<file path="config.mk">
export PLATFORM = sky130hd
export DESIGN_NAME = vga_timing_generator
export DESIGN_NICKNAME = d
export VERILOG_FILES = /design/src/rtl/vga_pkg.sv /design/src/rtl/vga_sync_delay.sv /design/src/rtl/vga_timing_generator.sv
export SDC_FILE = /design/constraint.sdc
export NUM_CORES = 1
export LEC_CHECK = 0
export ABC_AREA = 1
export CAP_MARGIN = 20
export CORE_ASPECT_RATIO = 0.75
export CORE_MARGIN = 2
export CORE_UTILIZATION = 40
export DETAILED_ROUTE_END_ITERATION = 12
export GPL_TIMING_DRIVEN = 1
export PLACE_DENSITY = 0.8
export REMOVE_ABC_BUFFERS = 1
export SLEW_MARGIN = 15
export SYNTH_ARGS = -nofsm -noshare
export SYNTH_HDL_FRONTEND = slang
export SYNTH_SLANG_ARGS = --single-unit
export TNS_END_PERCENT = 100
</file>
<file path="constraint.sdc">
create_clock -name clk -period 1.8 [get_ports clk]
set_clock_uncertainty 0.15 [all_clocks]
set_input_delay 0.36 -clock clk [delete_from_list [all_inputs] [get_ports clk]]
set_output_delay 0.36 -clock clk [all_outputs]
set_load 0.05 [all_outputs]
</file>
<file path="src/rtl/vga_pkg.sv">
// Shared VGA timing defaults, pixel/sync bundle types and test-pattern colours.
// Test-pattern bar colours are only used when VGA_TEST_PATTERN_EN is defined.
package vga_pkg;

    localparam int DEF_H_ACTIVE = 640;
    localparam int DEF_H_FP     = 16;
    localparam int DEF_H_SYNC   = 96;
    localparam int DEF_H_BP     = 48;
    localparam int DEF_V_ACTIVE = 480;
    localparam int DEF_V_FP     = 10;
    localparam int DEF_V_SYNC   = 2;
    localparam int DEF_V_BP     = 33;
    localparam int DEF_PIPE_LAT = 2;

    typedef struct packed {
        logic [7:0] r;
        logic [7:0] g;
        logic [7:0] b;
    } rgb_t;

    typedef struct packed {
        logic hs;
        logic vs;
        logic active;
    } sync_bundle_t;

    localparam sync_bundle_t SYNC_IDLE = '{hs: 1'b0, vs: 1'b0, active: 1'b0};

    localparam rgb_t RGB_WHITE   = '{r: 8'hFF, g: 8'hFF, b: 8'hFF};
    localparam rgb_t RGB_YELLOW  = '{r: 8'hFF, g: 8'hFF, b: 8'h00};
    localparam rgb_t RGB_CYAN    = '{r: 8'h00, g: 8'hFF, b: 8'hFF};
    localparam rgb_t RGB_GREEN   = '{r: 8'h00, g: 8'hFF, b: 8'h00};
    localparam rgb_t RGB_MAGENTA = '{r: 8'hFF, g: 8'h00, b: 8'hFF};
    localparam rgb_t RGB_RED     = '{r: 8'hFF, g: 8'h00, b: 8'h00};
    localparam rgb_t RGB_BLUE    = '{r: 8'h00, g: 8'h00, b: 8'hFF};
    localparam rgb_t RGB_BLACK   = '{r: 8'h00, g: 8'h00, b: 8'h00};

    function automatic rgb_t pattern_color(input logic [2:0] bar);
        rgb_t c;
        case (bar)
            3'd0:    c = RGB_WHITE;
            3'd1:    c = RGB_YELLOW;
            3'd2:    c = RGB_CYAN;
            3'd3:    c = RGB_GREEN;
            3'd4:    c = RGB_MAGENTA;
            3'd5:    c = RGB_RED;
            3'd6:    c = RGB_BLUE;
            default: c = RGB_BLACK;
        endcase
        return c;
    endfunction

endpackage

</file>
<file path="src/rtl/vga_sync_delay.sv">
// Delay line for the {hs, vs, active} bundle so sync/blank line up with the
// colour returned by the compositor pipeline. DEPTH = 0 is a plain wire.
module vga_sync_delay
    import vga_pkg::*;
#(
    parameter int DEPTH = 2
) (
    input  logic       clk,
    input  logic       rst_n,
    input  logic [2:0] din,
    output logic [2:0] dout
);

    generate
        if (DEPTH == 0) begin : g_bypass
            assign dout = din;
        end else begin : g_shift
            sync_bundle_t stage_r [DEPTH];

            // Shift one stage per clock; reset flushes every stage to the inactive bundle
            always_ff @(posedge clk or negedge rst_n) begin
                if (!rst_n) begin
                    for (int i = 0; i < DEPTH; i++) begin
                        stage_r[i] <= SYNC_IDLE;
                    end
                end else begin
                    stage_r[0] <= din;
                    for (int i = 1; i < DEPTH; i++) begin
                        stage_r[i] <= stage_r[i-1];
                    end
                end
            end

            assign dout = stage_r[DEPTH-1];
        end
    endgenerate

endmodule

</file>
<file path="src/rtl/vga_timing_generator.sv">
// VGA counters, sync/blank generation delayed to match compositor latency, and registered DAC pins.
// Optional build macro VGA_TEST_PATTERN_EN replaces RGB_i with eight vertical colour bars.
module vga_timing_generator
    import vga_pkg::*;
#(
    parameter int H_ACTIVE = DEF_H_ACTIVE,
    parameter int H_FP     = DEF_H_FP,
    parameter int H_SYNC   = DEF_H_SYNC,
    parameter int H_BP     = DEF_H_BP,
    parameter int V_ACTIVE = DEF_V_ACTIVE,
    parameter int V_FP     = DEF_V_FP,
    parameter int V_SYNC   = DEF_V_SYNC,
    parameter int V_BP     = DEF_V_BP,
    parameter int PIPE_LAT = DEF_PIPE_LAT
) (
    input  logic        clk,
    input  logic        rst_n,
    input  logic [23:0] RGB_i,
    output logic [31:0] vga_x_pos_o,
    output logic [31:0] vga_y_pos_o,
    output logic        frame_start_o,
    output logic        vga_hs_n_o,
    output logic        vga_vs_n_o,
    output logic        vga_blank_n_o,
    output logic        vga_sync_n_o,
    output logic [7:0]  vga_r_o,
    output logic [7:0]  vga_g_o,
    output logic [7:0]  vga_b_o
);

    localparam int H_TOTAL  = H_ACTIVE + H_FP + H_SYNC + H_BP;
    localparam int V_TOTAL  = V_ACTIVE + V_FP + V_SYNC + V_BP;
    localparam int H_W      = $clog2(H_TOTAL + 1);
    localparam int V_W      = $clog2(V_TOTAL + 1);
    localparam int HS_START = H_ACTIVE + H_FP;
    localparam int HS_END   = HS_START + H_SYNC;
    localparam int VS_START = V_ACTIVE + V_FP;
    localparam int VS_END   = VS_START + V_SYNC;

    logic [H_W-1:0] h_cnt_r;
    logic [H_W-1:0] h_nxt_s;
    logic [V_W-1:0] v_cnt_r;
    logic [V_W-1:0] v_nxt_s;
    logic           started_r;
    logic           frame_start_r;
    sync_bundle_t   bundle_s;
    sync_bundle_t   bundle_dly_s;
    logic           hs_n_r;
    logic           vs_n_r;
    logic           blank_n_r;
    rgb_t           rgb_src_s;
    rgb_t           rgb_r;

    // Next counter values: line counter steps only on the pixel counter wrap
    always_comb begin
        h_nxt_s = h_cnt_r;
        v_nxt_s = v_cnt_r;
        if (h_cnt_r == H_W'(H_TOTAL - 1)) begin
            h_nxt_s = '0;
            if (v_cnt_r == V_W'(V_TOTAL - 1)) begin
                v_nxt_s = '0;
            end else begin
                v_nxt_s = v_cnt_r + V_W'(1);
            end
        end else begin
            h_nxt_s = h_cnt_r + H_W'(1);
        end
    end

    // Counters; the first clock after reset presents (0,0) once before counting so no partial line escapes
    always_ff @(posedge clk or negedge rst_n) begin
        if (!rst_n) begin
            started_r     <= 1'b0;
            h_cnt_r       <= '0;
            v_cnt_r       <= '0;
            frame_start_r <= 1'b0;
        end else if (!started_r) begin
            started_r     <= 1'b1;
            frame_start_r <= 1'b1;
        end else begin
            h_cnt_r       <= h_nxt_s;
            v_cnt_r       <= v_nxt_s;
            frame_start_r <= (h_nxt_s == '0) && (v_nxt_s == '0);
        end
    end

    // Sync/active decode for the coordinate currently issued
    always_comb begin
        bundle_s = SYNC_IDLE;
        if (started_r) begin
            bundle_s.hs     = (h_cnt_r >= H_W'(HS_START)) && (h_cnt_r < H_W'(HS_END));
            bundle_s.vs     = (v_cnt_r >= V_W'(VS_START)) && (v_cnt_r < V_W'(VS_END));
            bundle_s.active = (h_cnt_r < H_W'(H_ACTIVE)) && (v_cnt_r < V_W'(V_ACTIVE));
        end else begin
            bundle_s = SYNC_IDLE;
        end
    end

    vga_sync_delay #(
        .DEPTH (PIPE_LAT)
    ) u_sync_delay (
        .clk   (clk),
        .rst_n (rst_n),
        .din   (bundle_s),
        .dout  (bundle_dly_s)
    );

`ifdef VGA_TEST_PATTERN_EN
    logic [2:0] bar_s;
    logic [2:0] bar_dly_s;

    assign bar_s = 3'(h_cnt_r / H_W'(H_ACTIVE / 8));

    if (PIPE_LAT == 0) begin : g_bar_bypass
        assign bar_dly_s = bar_s;
    end else begin : g_bar_shift
        logic [2:0] bar_r [PIPE_LAT];

        // Bar index follows the same delay as the sync bundle
        always_ff @(posedge clk or negedge rst_n) begin
            if (!rst_n) begin
                for (int i = 0; i < PIPE_LAT; i++) begin
                    bar_r[i] <= 3'd0;
                end
            end else begin
                bar_r[0] <= bar_s;
                for (int i = 1; i < PIPE_LAT; i++) begin
                    bar_r[i] <= bar_r[i-1];
                end
            end
        end

        assign bar_dly_s = bar_r[PIPE_LAT-1];
    end

    assign rgb_src_s = pattern_color(bar_dly_s);
`else
    assign rgb_src_s = RGB_i;
`endif

    // Output pin register: colour forced to black outside the visible region
    always_ff @(posedge clk or negedge rst_n) begin
        if (!rst_n) begin
            hs_n_r    <= 1'b1;
            vs_n_r    <= 1'b1;
            blank_n_r <= 1'b0;
            rgb_r     <= RGB_BLACK;
        end else begin
            hs_n_r    <= ~bundle_dly_s.hs;
            vs_n_r    <= ~bundle_dly_s.vs;
            blank_n_r <= bundle_dly_s.active;
            rgb_r     <= bundle_dly_s.active ? rgb_src_s : RGB_BLACK;
        end
    end

    assign vga_x_pos_o   = 32'(h_cnt_r);
    assign vga_y_pos_o   = 32'(v_cnt_r);
    assign frame_start_o = frame_start_r;
    assign vga_hs_n_o    = hs_n_r;
    assign vga_vs_n_o    = vs_n_r;
    assign vga_blank_n_o = blank_n_r;
    assign vga_sync_n_o  = 1'b0;
    assign vga_r_o       = rgb_r.r;
    assign vga_g_o       = rgb_r.g;
    assign vga_b_o       = rgb_r.b;

endmodule

</file>
== Word-level counts from Yosys, hierarchy flattened ==
Index checks and enable logic that the tools add are counted.

* $add $sub $neg: 2
* $mul: 0
* Divide/modulo/power cells: 0
* $lt $le $gt $ge: 6
* Equality and inequality tests: 2
* Shifts and indexed selects: 0
* Muxes and demuxes: 6
* Bitwise operators: 2
* Reductions and logical operators: 6

{| class="wikitable"
|+ Operator list
! kind !! number
|-
| $mux 10 || 3
|-
| $mux 24 || 1
|-
| $add 10x1->10 const B || 2
|-
| $eq 10x10->1 const B || 2
|-
| $logic_not 10->1 || 2
|-
| $lt 10x10->1 const B || 2
|-
| $lt 10x9->1 const B || 2
|-
| $ge 10x10->1 const B || 1
|-
| $ge 10x9->1 const B || 1
|-
| $logic_and 1x1->1 || 4
|-
| $mux 3 || 1
|-
| $not 1->1 || 2
|-
| $mux 1 || 1
|}

* Flip-flop bits (word level): 55
* Latch bits: 0
* RAM bits: 0
* Memory bits (read-only): 0
* Input bits: 26
* Output and inout bits: 93
* Memories kept: 0

== Logic depth before layout (Yosys ltp) ==
Gate-level depths: netlist (run 1).

* Depth in word-level cells: 6
* Depth in mapped cells: 13
* Mapped depth without buffers: 13

== Hierarchy ==
A second synthesis (run 1) with hierarchy kept.

* Cell total of the unflattened synthesis: 380
* Area total of the unflattened synthesis: 2,980.4 µm²

{| class="wikitable"
|+ Modules (own cells, without submodules)
! module !! times used !! cells each !! area an instance (µm²)
|-
| vga_timing_generator || 1 || 371 || 2,807.7
|-
| vga_sync_delay || 1 || 9 || 172.7
|}

== Worst setup path before layout (run 1) ==
OpenSTA, ideal clock, no wires.

* Kind: flip-flop to flip-flop
* Start point: register h_cnt_r[1]
* End point: register frame_start_r (netlist: frame_start_o)
* Setup time: 0.128 ns
* Arrival time: 1.851 ns
* Setup slack: -0.329 ns
* Stages on the path, launching flop included: 13
* Clock period less this slack: 2.129 ns
* Cells stage by stage: dfrtp_1 ha_1 nand2_4 nor2_8 nand3_2 nor2_4 nand3_1 nand2_1 nor2_1 nand2_1 nor2_1 nand2_1 nand2_1

* Word-level cells in the longest chain between the ends: 5
* Elaborated cells between the ends (all ways): 8
* Classes of those cells: 1 x add/sub; 1 x eq/ne; 3 x mux; 3 x reduce/logical

{| class="wikitable"
|+ Ends and longest elaborated chain
! what !! RTL line !! text
|-
| start, declared || vga_timing_generator.sv:40 || <nowiki>logic [H_W-1:0] h_cnt_r;</nowiki>
|-
| start signal, assigned || vga_timing_generator.sv:81 || <nowiki>h_cnt_r <= h_nxt_s;</nowiki>
|-
| $add 10x1->10 / $eq 10x10->1 (equally long branches) || vga_timing_generator.sv:66, vga_timing_generator.sv:58 ||
|-
| $mux 10 || vga_timing_generator.sv:58 || <nowiki>if (h_cnt_r == H_W'(H_TOTAL - 1)) begin</nowiki>
|-
| $logic_not 10->1 || vga_timing_generator.sv:83 || <nowiki>frame_start_r <= (h_nxt_s == '0) && (v_nxt_s == '0);</nowiki>
|-
| $logic_and 1x1->1 * || vga_timing_generator.sv:83 ||
|-
| $mux 1 * || vga_timing_generator.sv:77 || <nowiki>end else if (!started_r) begin</nowiki>
|-
| end signal, assigned || vga_timing_generator.sv:83 ||
|-
| end, declared || vga_timing_generator.sv:45 || <nowiki>logic frame_start_r;</nowiki>
|}

Mark *: on every way between the ends. The rest lies on a longest branch, timed or not.
A chain may end at the register's enable or synchronous reset.

== Final worst setup path (run 1) ==
Same ends and word-level chain as after synthesis.

==> results of run 1 <==
==> worst min path at each step <==
stage	from	end	slack [ns]	depth (start not counted)
after floorplan	rst_n	frame_start_o	-0.09	0
final	u_sync_delay.dout[1]	vga_vs_n_o	0.21	1
after global routing	u_sync_delay.g_shift.stage_r[5]	u_sync_delay.dout[2]	0.23	0
after detailed placement	u_sync_delay.g_shift.stage_r[4]	u_sync_delay.dout[1]	0.19	0
after CTS	u_sync_delay.dout[2]	vga_hs_n_o	0.21	1
after global placement	u_sync_delay.g_shift.stage_r[5]	u_sync_delay.dout[2]	0.18	0
==> cells in the final DEF, fill, tap and decap left out, drive strengths merged <==
| master | instances |
|---|---|
| a31oi | 2 |
| nor4 | 2 |
| o21ai | 22 |
| dlygate4sd3 | 1 |
| o31ai | 1 |
| inv | 53 |
| buf | 78 |
| nand4 | 7 |
| o21bai | 2 |
| dfrtp | 53 |
| nand3 | 24 |
| a211oi | 1 |
| clkdlybuf4s50 | 24 |
| ha | 5 |
| xor2 | 1 |
| nand3b | 2 |
| dfstp | 2 |
| nor3 | 1 |
| conb | 46 |
| nand2 | 109 |
| nor2 | 35 |
| clkinv | 2 |
| clkbuf | 6 |
| a21oi | 1 |
==> synth_stat cells <==
master	count	area, um2
nand2_1	106	398
dfrtp_1	53	1330
inv_1	50	188
buf_4	45	338
nor2_1	29	109
nand3_1	21	105
o21ai_0	21	105
nand4_1	6	37.5
clkbuf_1	5	18.8
ha_1	5	62.6
nor2_2	4	25.0
inv_2	3	11.3
nand3_2	3	30.0
a31oi_1	2	12.5
buf_2	2	10.0
conb_1	2	7.51
dfstp_2	2	52.6
nand2_2	2	12.5
nand3b_1	2	15.0
nor4_1	2	12.5
o21bai_1	2	15.0
a211oi_1	1	7.51
a21oi_1	1	5.00
buf_1	1	3.75
nand2_4	1	11.3
nand4_4	1	21.3
nor2_4	1	11.3
nor2_8	1	20.0
nor3_1	1	5.00
o21ai_1	1	5.00
o31ai_1	1	7.51
xor2_1	1	8.76
==> worst max-delay path, cell delays in order, from the launching register on <==
cell and delay [ns]:
dfrtp_1 0.42, ha_4 0.17, nand2_4 0.08, nor2_8 0.20, nand3_4 0.10, nor2_4 0.24
nand3b_1 0.11, nand2_1 0.10, nor2_1 0.05, nand2_1 0.07, nor2_1 0.05, nand2_1 0.06
nand2_1 0.04
==> layout make-up <==
type                            instances  area share, %
Sequential cell                        55           32.7
Multi-Input combinational cell        261           30.8
Inverter                               53           4.72
Timing Repair Buffer                  103           26.6
Clock inverter                          2          0.416
Tap cell                              101           3.00
Clock buffer                            6           1.72
==> registers in the layout (all words and copies together) (netlist names) <==
| register | flops |
|---|---|
| vga_r_o | 8 |
| vga_b_o | 8 |
| vga_hs_n_o | 1 |
| v_cnt_r | 10 |
| u_sync_delay.dout | 3 |
| frame_start_o | 1 |
| u_sync_delay.g_shift.stage_r | 3 |
| vga_blank_n_o | 1 |
| started_r | 1 |
| h_cnt_r | 10 |
| vga_g_o | 8 |
| vga_vs_n_o | 1 |
==> power by group through the flow <==
stage	Clock (mW)	Combinational, mW	Sequential [mW]
2_1_floorplan	0	0.450	1.74
3_3_place_gp	0	1.31	1.42
3_5_place_dp	0	1.31	1.42
4_1_cts	0.716	1.32	1.40
5_1_grt	0.771	1.48	1.42
6_report	0.692	1.40	1.41
==> per-layer routing <==
| metal | up-vias | share of wire (%) | wire length, um |
|---|---|---|---|
| met3 | 13 | 8.3 | 569 |
| met4 | 0 | 1.1 | 78 |
| met5 | - | 0 | 0 |
| met1 | 1170 | 45 | 3080 |
| met2 | 148 | 45 | 3090 |
| li1 | 1278 | - | - |
==> cell families after synthesis <==
| logic type | Yosys count |
|---|---|
| AOI/OAI and AO/OA | 29 |
| adders and majority gates | 5 |
| xor gates and xnor gates | 1 |
| DFF | 55 |
| and+or+nand+nor | 180 |
| buffers and inverters | 106 |
| other | 2 |
==> what timing repair did <==
item / in CTS / in global routing
hold buffers: 1 / 0
hold endpoints to repair: 53 / 0
setup endpoints to repair: 1 / 3
gates resized for setup: 3 / 16
setup buffers: 0 / 8
pin swaps: 0 / 7
==> metrics by stage <==
step                setup TNS (ns)  hold WS [ns]  utilization (%)
global placement                 0         0.182             54.4
finish                      -0.187         0.209             57.8
CTS                        -0.0249         0.213             55.9
floorplan                    -2.17       -0.0856                -
global route                -0.606         0.233             57.8
detailed placement         -0.0241         0.186             54.4
==> results.yml, run 1 <==
die:
  die_y_um: 79.0
  fp.dieW_um: 104
  fp-row-count: 27
  core_area_mm2: 0.00730
  dieArea_mm2: 0.00821
  start_util_pct: 41.1
  io_pins: 119
pwr:
  internal_power_mw: 2.11
  sw_frac_of_total_pct: 39.9
  comb_power_share_pct: 40.0
  pwr-share-seq_pct: 40.3
  p_total_mw: 3.51
  p_clk_share_pct: 19.7
  power_density_mw_per_mm2: 832
  peakVddDrop_uv: 796
  p_leak_nw: 2.22
  switching_power_mw: 1.40
sta:
  worstMarginPinSlew_ns: 0.725
  postLayoutSetupSlackWorst_ns: -0.135
  final_hold_viol_count: 0
  finalMaxSlewViolations: 0
  rsz0062_at_grt: "true"
  post-route-period-util_pct: 107
  max_slew_margin_pct: 51.7
  setup_violations: 3
  period_minus_slack_ns: 1.93
  fmax_mhz: 517
clock_network:
  cts_max_path_buffers: 2
  root_buffer: "clkbuf_8"
  clock_sinks: 55
  cts_tree: "done"
  cts-htree-levels: 2
  clk_pin_slew_worst_paths_ns: 0.10
  clock_latency_ns: 0.31
  cts_buffers: 5
finish:
  regArea_mm2: 0.00138
  nFillCells: 638
  final_cell_area_mm2: 0.00422
  final_cells: 581
  n_antenna_cell: 0
  final_nets: 510
  multi_input_area_mm2: 0.00130
  drive_gt1_share_pct: 23.8
  areaGrowthSynthToFinish_pct: 40.6
worst_setup_path:
  regToRegSetupSlack_ns: -0.13
  criticalPathCategory: "reg -> reg"
  crit_path_end: "frame_start_o"
  critPathLaunch: "h_cnt_r[1]"
  worstPathRequired_ns: 1.86
  start_kind: "flip-flop"
  r2r_cells: 12
  crit_arrival_ns: 1.99
  rr_endpoint: "frame_start_o"
  reg2reg_from: "h_cnt_r[1]"
  cp_max_fo: 7
  end_kind: "flip-flop"
detailed_routing:
  drt_iter0_drc: 182
  vias_per_cell: 4.49
  vias: 2609
  firstDrtPassIters: 5
  wirelength_um: 6820
  postRouteAntennaNets: 0
  remaining_drc_errors: 0
  wire_per_inst_um: 11.7
global_route:
  grt_pass1_wl_um: 11100
  globalRoute.totalOverflow: 0
  grt_use_met1_pct: 22.3
  first_global_vias: 2365
  grt_use_met3_pct: 4.52
  antenna_found_initial: 0
  top_usage_layer: "met2"
  grt_max_degree: 56
  grt_usage_pct: 16.8
  gr-usage-met2_pct: 27.1
synth:
  synth.area.mux_share_pct: 0
  ys_types: 32
  netlist_area_mm2: 0.00300
  synth_xor_area_share_pct: 0.292
  ys_ff_latch: 55
  yosysWarnings: 0
  synth-compound-area-share_pct: 5.26
  syn_inst: 378
  synth.avg_cell_area_um2: 7.93
  seq_area_frac_synth_pct: 46.0
  synth-adder-area-share_pct: 2.09
  synth_top_family_by_area: "simple AND/OR/NAND/NOR gates"
  synth-simple-area-share_pct: 27.1
placed_design:
  dp_slack_ns: -0.0241
  gp_congestion: 0.991
  port_buffers: 73
  dp_cells: 564
  dp_hpwl_um: 4860
  dpl-instance-area_mm2: 0.00397
min_path:
  hold_path_class: "reg -> reg"
job:
  maxCapViolCount: 0
status:
  status: "finished with violations"
  violations: "setup timing"
No activity file was read; power rests on OpenSTA's default activity.
==> run 2: changes to the inputs <==
--- a/config.mk
+++ b/config.mk
@@ -9,10 +9,10 @@
 export CAP_MARGIN = 20
 export CORE_ASPECT_RATIO = 0.75
 export CORE_MARGIN = 2
-export CORE_UTILIZATION = 40
+export CORE_UTILIZATION = 44
 export DETAILED_ROUTE_END_ITERATION = 12
 export GPL_TIMING_DRIVEN = 1
-export PLACE_DENSITY = 0.8
+export PLACE_DENSITY = 0.83
 export REMOVE_ABC_BUFFERS = 1
 export SLEW_MARGIN = 15
 export SYNTH_ARGS = -nofsm -noshare
==> constraint.sdc (replaced) <==
create_clock -name clk -period 2.1 [get_ports clk]
set_clock_uncertainty 0.15 [all_clocks]
set_input_delay 0.42 -clock clk [delete_from_list [all_inputs] [get_ports clk]]
set_output_delay 0.42 -clock clk [all_outputs]
set_load 0.05 [all_outputs]
==> results.yml, run 2 (same netlist as run 1, synthesis figures left out) <==
global_route:
  antenna_found_initial: 0
  first_global_vias: 2209
  globalRoute.totalOverflow: 0
  grt_max_degree: 31
  grt_usage_pct: 17.8
  grt_pass1_wl_um: 10600
worst_setup_path:
  criticalPathCategory: "reg -> out"
  crit_arrival_ns: 1.45
  worstPathRequired_ns: 1.53
  cp_top_family: "buffers and inverters"
  cp.buffers_inverters: 1
  worstSetupPathDepth: 1
  rr_endpoint: "frame_start_o"
  cpMaxStageDelayCell: "clkdlybuf4s50_1"
  regToRegSetupSlack_ns: 0.16
  r2r_cells: 12
  crit_path_end: "vga_g_o[4]"
  slowest_delay_ns: 0.81
  end_kind: "output pin"
  path_cells: "clkdlybuf4s50_1"
  start_kind: "flip-flop"
  reg2reg_from: "h_cnt_r[1]"
  critPathLaunch: "vga_g_o[4]"
  cp_max_fo: 1
pwr:
  internal_power_mw: 1.63
  power_density_mw_per_mm2: 744
  peakVddDrop_uv: 527
  p_leak_nw: 1.97
  sw_frac_of_total_pct: 41.2
  pwr-share-seq_pct: 44.4
  comb_power_share_pct: 33.8
  switching_power_mw: 1.15
  p_clk_share_pct: 21.8
placed_design:
  port_buffers: 73
  dp_hpwl_um: 4930
  dp_slack_ns: 0.103
  dp_cells: 530
  gp_congestion: 0.959
finish:
  drive_gt1_share_pct: 12.9
  final_cells: 542
  final_util_pct: 55.8
  final_cell_mix: "106 x nand2_1, 51 x dfrtp_1, 50 x inv_1, 49 x clkdlybuf4s50_1, 46 x conb_1"
  areaGrowthSynthToFinish_pct: 24.7
  top_regs: "h_cnt_r (10), v_cnt_r (10)"
  final_common_cell: "nand2_1"
  n_antenna_cell: 0
  final_nets: 488
detailed_routing:
  wire_per_inst_um: 12.2
  wirelength_um: 6600
  drt_iter0_drc: 132
  firstDrtPassIters: 4
  remaining_drc_errors: 0
  vias_per_cell: 4.69
  postRouteAntennaNets: 0
  vias: 2544
sta:
  final_hold_viol_count: 0
  worstMarginPinSlew_ns: 0.745
  postLayoutSetupSlackWorst_ns: 0.0812
  holdWs_ns: 0.208
  max_slew_margin_pct: 50.3
  finalMaxSlewViolations: 0
  fmax_mhz: 495
  setup_violations: 0
  post-route-period-util_pct: 96.1
  period_minus_slack_ns: 2.02
clock_network:
  cts_max_path_buffers: 2
  clock_sinks: 55
  cts_tree: "done"
  clock_latency_ns: 0.31
  cts-htree-levels: 2
  clk_pin_slew_worst_paths_ns: 0.10
  cts_buffers: 5
  root_buffer: "clkbuf_8"
die:
  dieArea_mm2: 0.00750
  io_pins: 119
  fp.dieW_um: 99.3
  fp-row-count: 26
  core_area_mm2: 0.00670
  start_util_pct: 44.7
  die_y_um: 75.5
status:
  status: "completed"
job:
  maxCapViolCount: 0
min_path:
  hold_path_class: "reg -> reg"
==> run 2: cell types whose count changed in the layout (fill, tap and decap cells not counted), sizes merged <==
cell / previous run / this run
buf: 78 / 31
clkdlybuf4s50: 24 / 49
clkinv: 2 / 0
clkinvlp: 0 / 1
inv: 53 / 54
==> run 2: worst reg2reg max path, cell delays in order (launching register included) <==
cell and delay [ns]:
dfrtp_1 0.46, ha_4 0.18, nand2_4 0.08, nor2_8 0.19, nand3_2 0.11, nor2_4 0.19, nand3_1 0.10, nand2_1 0.08
nor2_1 0.06, nand2_1 0.08, nor2_1 0.05, nand2_1 0.05, nand2_1 0.05
==> run 2: stage by stage <==
step,power [mW],cell area (um2),setup TNS [ns]
global placement,2.14,3600,0
global route,2.93,3740,-0.0100
floorplan,1.88,2790,-0.0476
finish,2.78,3740,0
detailed placement,2.14,3600,0
CTS,2.76,3690,0
==> run 2: area by class of cell <==
class                   count  area [um2]
clock buffers               6        72.6
multi-input cells         261        1230
clock inverters             2        16.3
repair buffers             81         731
fillers                   610        2960
well taps                  84         105
flip-flops and latches     55        1380
inverters                  53         199
==> run 2: repair_timing <==
action / 4_1_cts / 5_1_grt
setup endpoints to repair: 0 / 1
hold endpoints to repair: 4 / 0
hold buffers: 1 / 0
setup buffers: 0 / 3
resized for setup: 0 / 5
==> run 2: routing by layer <==
layer	global-route usage, %	share of wire [%]	vias up
li1	-	-	1229
met1	24.7	45	1172
met2	28.0	42	138
met3	5.69	12	5
met4	3.65	0.52	0
met5	0	0	-
==> run 2: worst min-delay path by stage <==
stage / startpoint / slack (ns) / cells past startpoint / end
after floorplan: rst_n / -0.03 / 0 / frame_start_o
after global placement: rst_n / 0.09 / 1 / vga_r_o[3]
after detailed placement: rst_n / 0.1 / 1 / vga_r_o[3]
after CTS: u_sync_delay.dout[1] / 0.21 / 1 / vga_vs_n_o
after global routing: u_sync_delay.g_shift.stage_r[4] / 0.21 / 0 / u_sync_delay.dout[1]
final: u_sync_delay.dout[1] / 0.21 / 1 / vga_vs_n_o
==> run 2: power by group through the flow <==
stage          Sequential [mW]  Clock (mW)  Combinational, mW
5_1_grt                   1.25       0.676               1.00
3_3_place_gp              1.25           0              0.892
4_1_cts                   1.23       0.631              0.901
2_1_floorplan             1.49           0              0.386
6_report                  1.23       0.606              0.941
3_5_place_dp              1.25           0              0.895
==> run 3: changes to the inputs <==
--- a/config.mk
+++ b/config.mk
@@ -13,7 +13,7 @@
 export DETAILED_ROUTE_END_ITERATION = 12
 export GPL_TIMING_DRIVEN = 1
 export PLACE_DENSITY = 0.83
-export REMOVE_ABC_BUFFERS = 1
+export SKIP_LAST_GASP = 1
 export SLEW_MARGIN = 15
 export SYNTH_ARGS = -nofsm -noshare
 export SYNTH_HDL_FRONTEND = slang
==> results.yml, run 3 (same netlist as run 1, synthesis figures left out) <==
status:
  status: "completed"
placed_design:
  dp_cells: 528
  gp_congestion: 0.962
  port_buffers: 73
  dp_hpwl_um: 4910
min_path:
  hold_depth: 0
  hold_path_class: "reg -> reg"
  holdCritStartpoint: "u_sync_delay.g_shift.stage_r[5]"
  min_to: "u_sync_delay.dout[2]"
pwr:
  p_leak_nw: 1.98
  peakVddDrop_uv: 305
  power_density_mw_per_mm2: 747
clock_network:
  clk_pin_slew_worst_paths_ns: 0.10
  clock_latency_ns: 0.32
  cts_buffers: 5
  root_buffer: "clkbuf_8"
  cts_tree: "done"
  cts_max_path_buffers: 2
  clock_sinks: 55
  cts-htree-levels: 2
global_route:
  grt_usage_pct: 18.0
  grt_max_degree: 38
  grt_pass1_wl_um: 10500
  antenna_found_initial: 0
  first_global_vias: 2212
  globalRoute.totalOverflow: 0
detailed_routing:
  wire_per_inst_um: 12.3
  drt_iter0_drc: 140
  vias_per_cell: 4.65
  postRouteAntennaNets: 0
  firstDrtPassIters: 5
  remaining_drc_errors: 0
  vias: 2500
  wirelength_um: 6590
worst_setup_path:
  criticalPathCategory: "reg -> out"
  end_kind: "output pin"
  critPathLaunch: "vga_b_o[6]"
  start_kind: "flip-flop"
  path_cells: "clkdlybuf4s50_1"
  worstPathRequired_ns: 1.53
  regToRegSetupSlack_ns: 0.18
  slowest_delay_ns: 0.81
  cp.buffers_inverters: 1
  rr_endpoint: "frame_start_o"
  cp_max_fo: 1
  cp_top_family: "buffers and inverters"
  reg2reg_from: "h_cnt_r[0]"
  crit_arrival_ns: 1.48
  cpMaxStageDelayCell: "clkdlybuf4s50_1"
  r2r_cells: 12
finish:
  final_nets: 484
  n_antenna_cell: 0
  final_cell_mix: "105 x nand2_1, 50 x inv_1, 50 x dfrtp_1, 49 x clkdlybuf4s50_1, 46 x conb_1"
  areaGrowthSynthToFinish_pct: 24.3
  final_common_cell: "nand2_1"
  final_cells: 538
  top_regs: "h_cnt_r (10), v_cnt_r (10)"
  drive_gt1_share_pct: 12.6
die:
  dieArea_mm2: 0.00750
  start_util_pct: 44.7
  fp.dieW_um: 99.3
  die_y_um: 75.5
  fp-row-count: 26
  core_area_mm2: 0.00670
  io_pins: 119
sta:
  rsz0062_at_grt: "false"
  max_slew_margin_pct: 49.5
  setup_violations: 0
  setup_tns_ns: 0
  finalMaxSlewViolations: 0
  fmax_mhz: 489
  post-route-period-util_pct: 97.5
  worstMarginPinSlew_ns: 0.758
  final_hold_viol_count: 0
  period_minus_slack_ns: 2.05
job:
  maxCapViolCount: 0
-- run 3: metal layers --
layer  track usage, %  wire length [um]  share of wire, %
met1             23.3              2790                42
met5                0                 0                 0
met4             5.94                78               1.2
met2             29.6              3100                47
met3             5.50               626               9.5
-- run 3: power by group --
part           total, mW  internal, mW  switching (mW)
clock              0.620         0.242           0.377
combinational      0.915         0.237           0.678
sequential          1.25          1.13           0.116
-- run 3: metrics by stage --
| step | total power [mW] | hold slack [ns] | setup WS (ns) | instance area (um2) | util, % |
|---|---|---|---|---|---|
| 4_1_cts | 2.78 | 0.214 | 0.0288 | 3700 | 55.2 |
| 5_1_grt | 2.92 | 0.226 | 0.00768 | 3730 | 55.6 |
| 6_report | 2.78 | 0.210 | 0.0533 | 3730 | 55.6 |
| 3_5_place_dp | 2.16 | 0.190 | 0.194 | 3600 | 53.7 |
| 3_3_place_gp | 2.14 | 0.186 | 0.223 | 3600 | 53.7 |
| 2_1_floorplan | 1.95 | -0.0256 | 0.0997 | 3170 | - |
-- run 3: cell type report --
| class | count | area (um2) |
|---|---|---|
| inverter | 53 | 199 |
| tap | 84 | 105 |
| multi-input combinational | 261 | 1230 |
| sequential | 55 | 1380 |
| fill | 610 | 2980 |
| timing repair buffer | 77 | 718 |
| clock buffer | 5 | 68.8 |
| clock inverter | 3 | 22.5 |
-- run 3: worst max-delay path by stage --
stage,end,slack (ns),depth (start not counted)
after CTS,vga_b_o[6],0.03,1
after detailed placement,frame_start_o,0.19,12
after global placement,frame_start_o,0.22,12
after floorplan,frame_start_o,0.1,13
after global routing,vga_b_o[6],0.008,1
final,vga_b_o[6],0.05,1
-- run 3: what timing repair did --
action / in CTS / in global routing
setup endpoints to repair: 0 / 2
hold buffers: 1 / 0
buffers inserted: 0 / 1
hold endpoints to repair: 17 / 0
resized for setup: 0 / 5
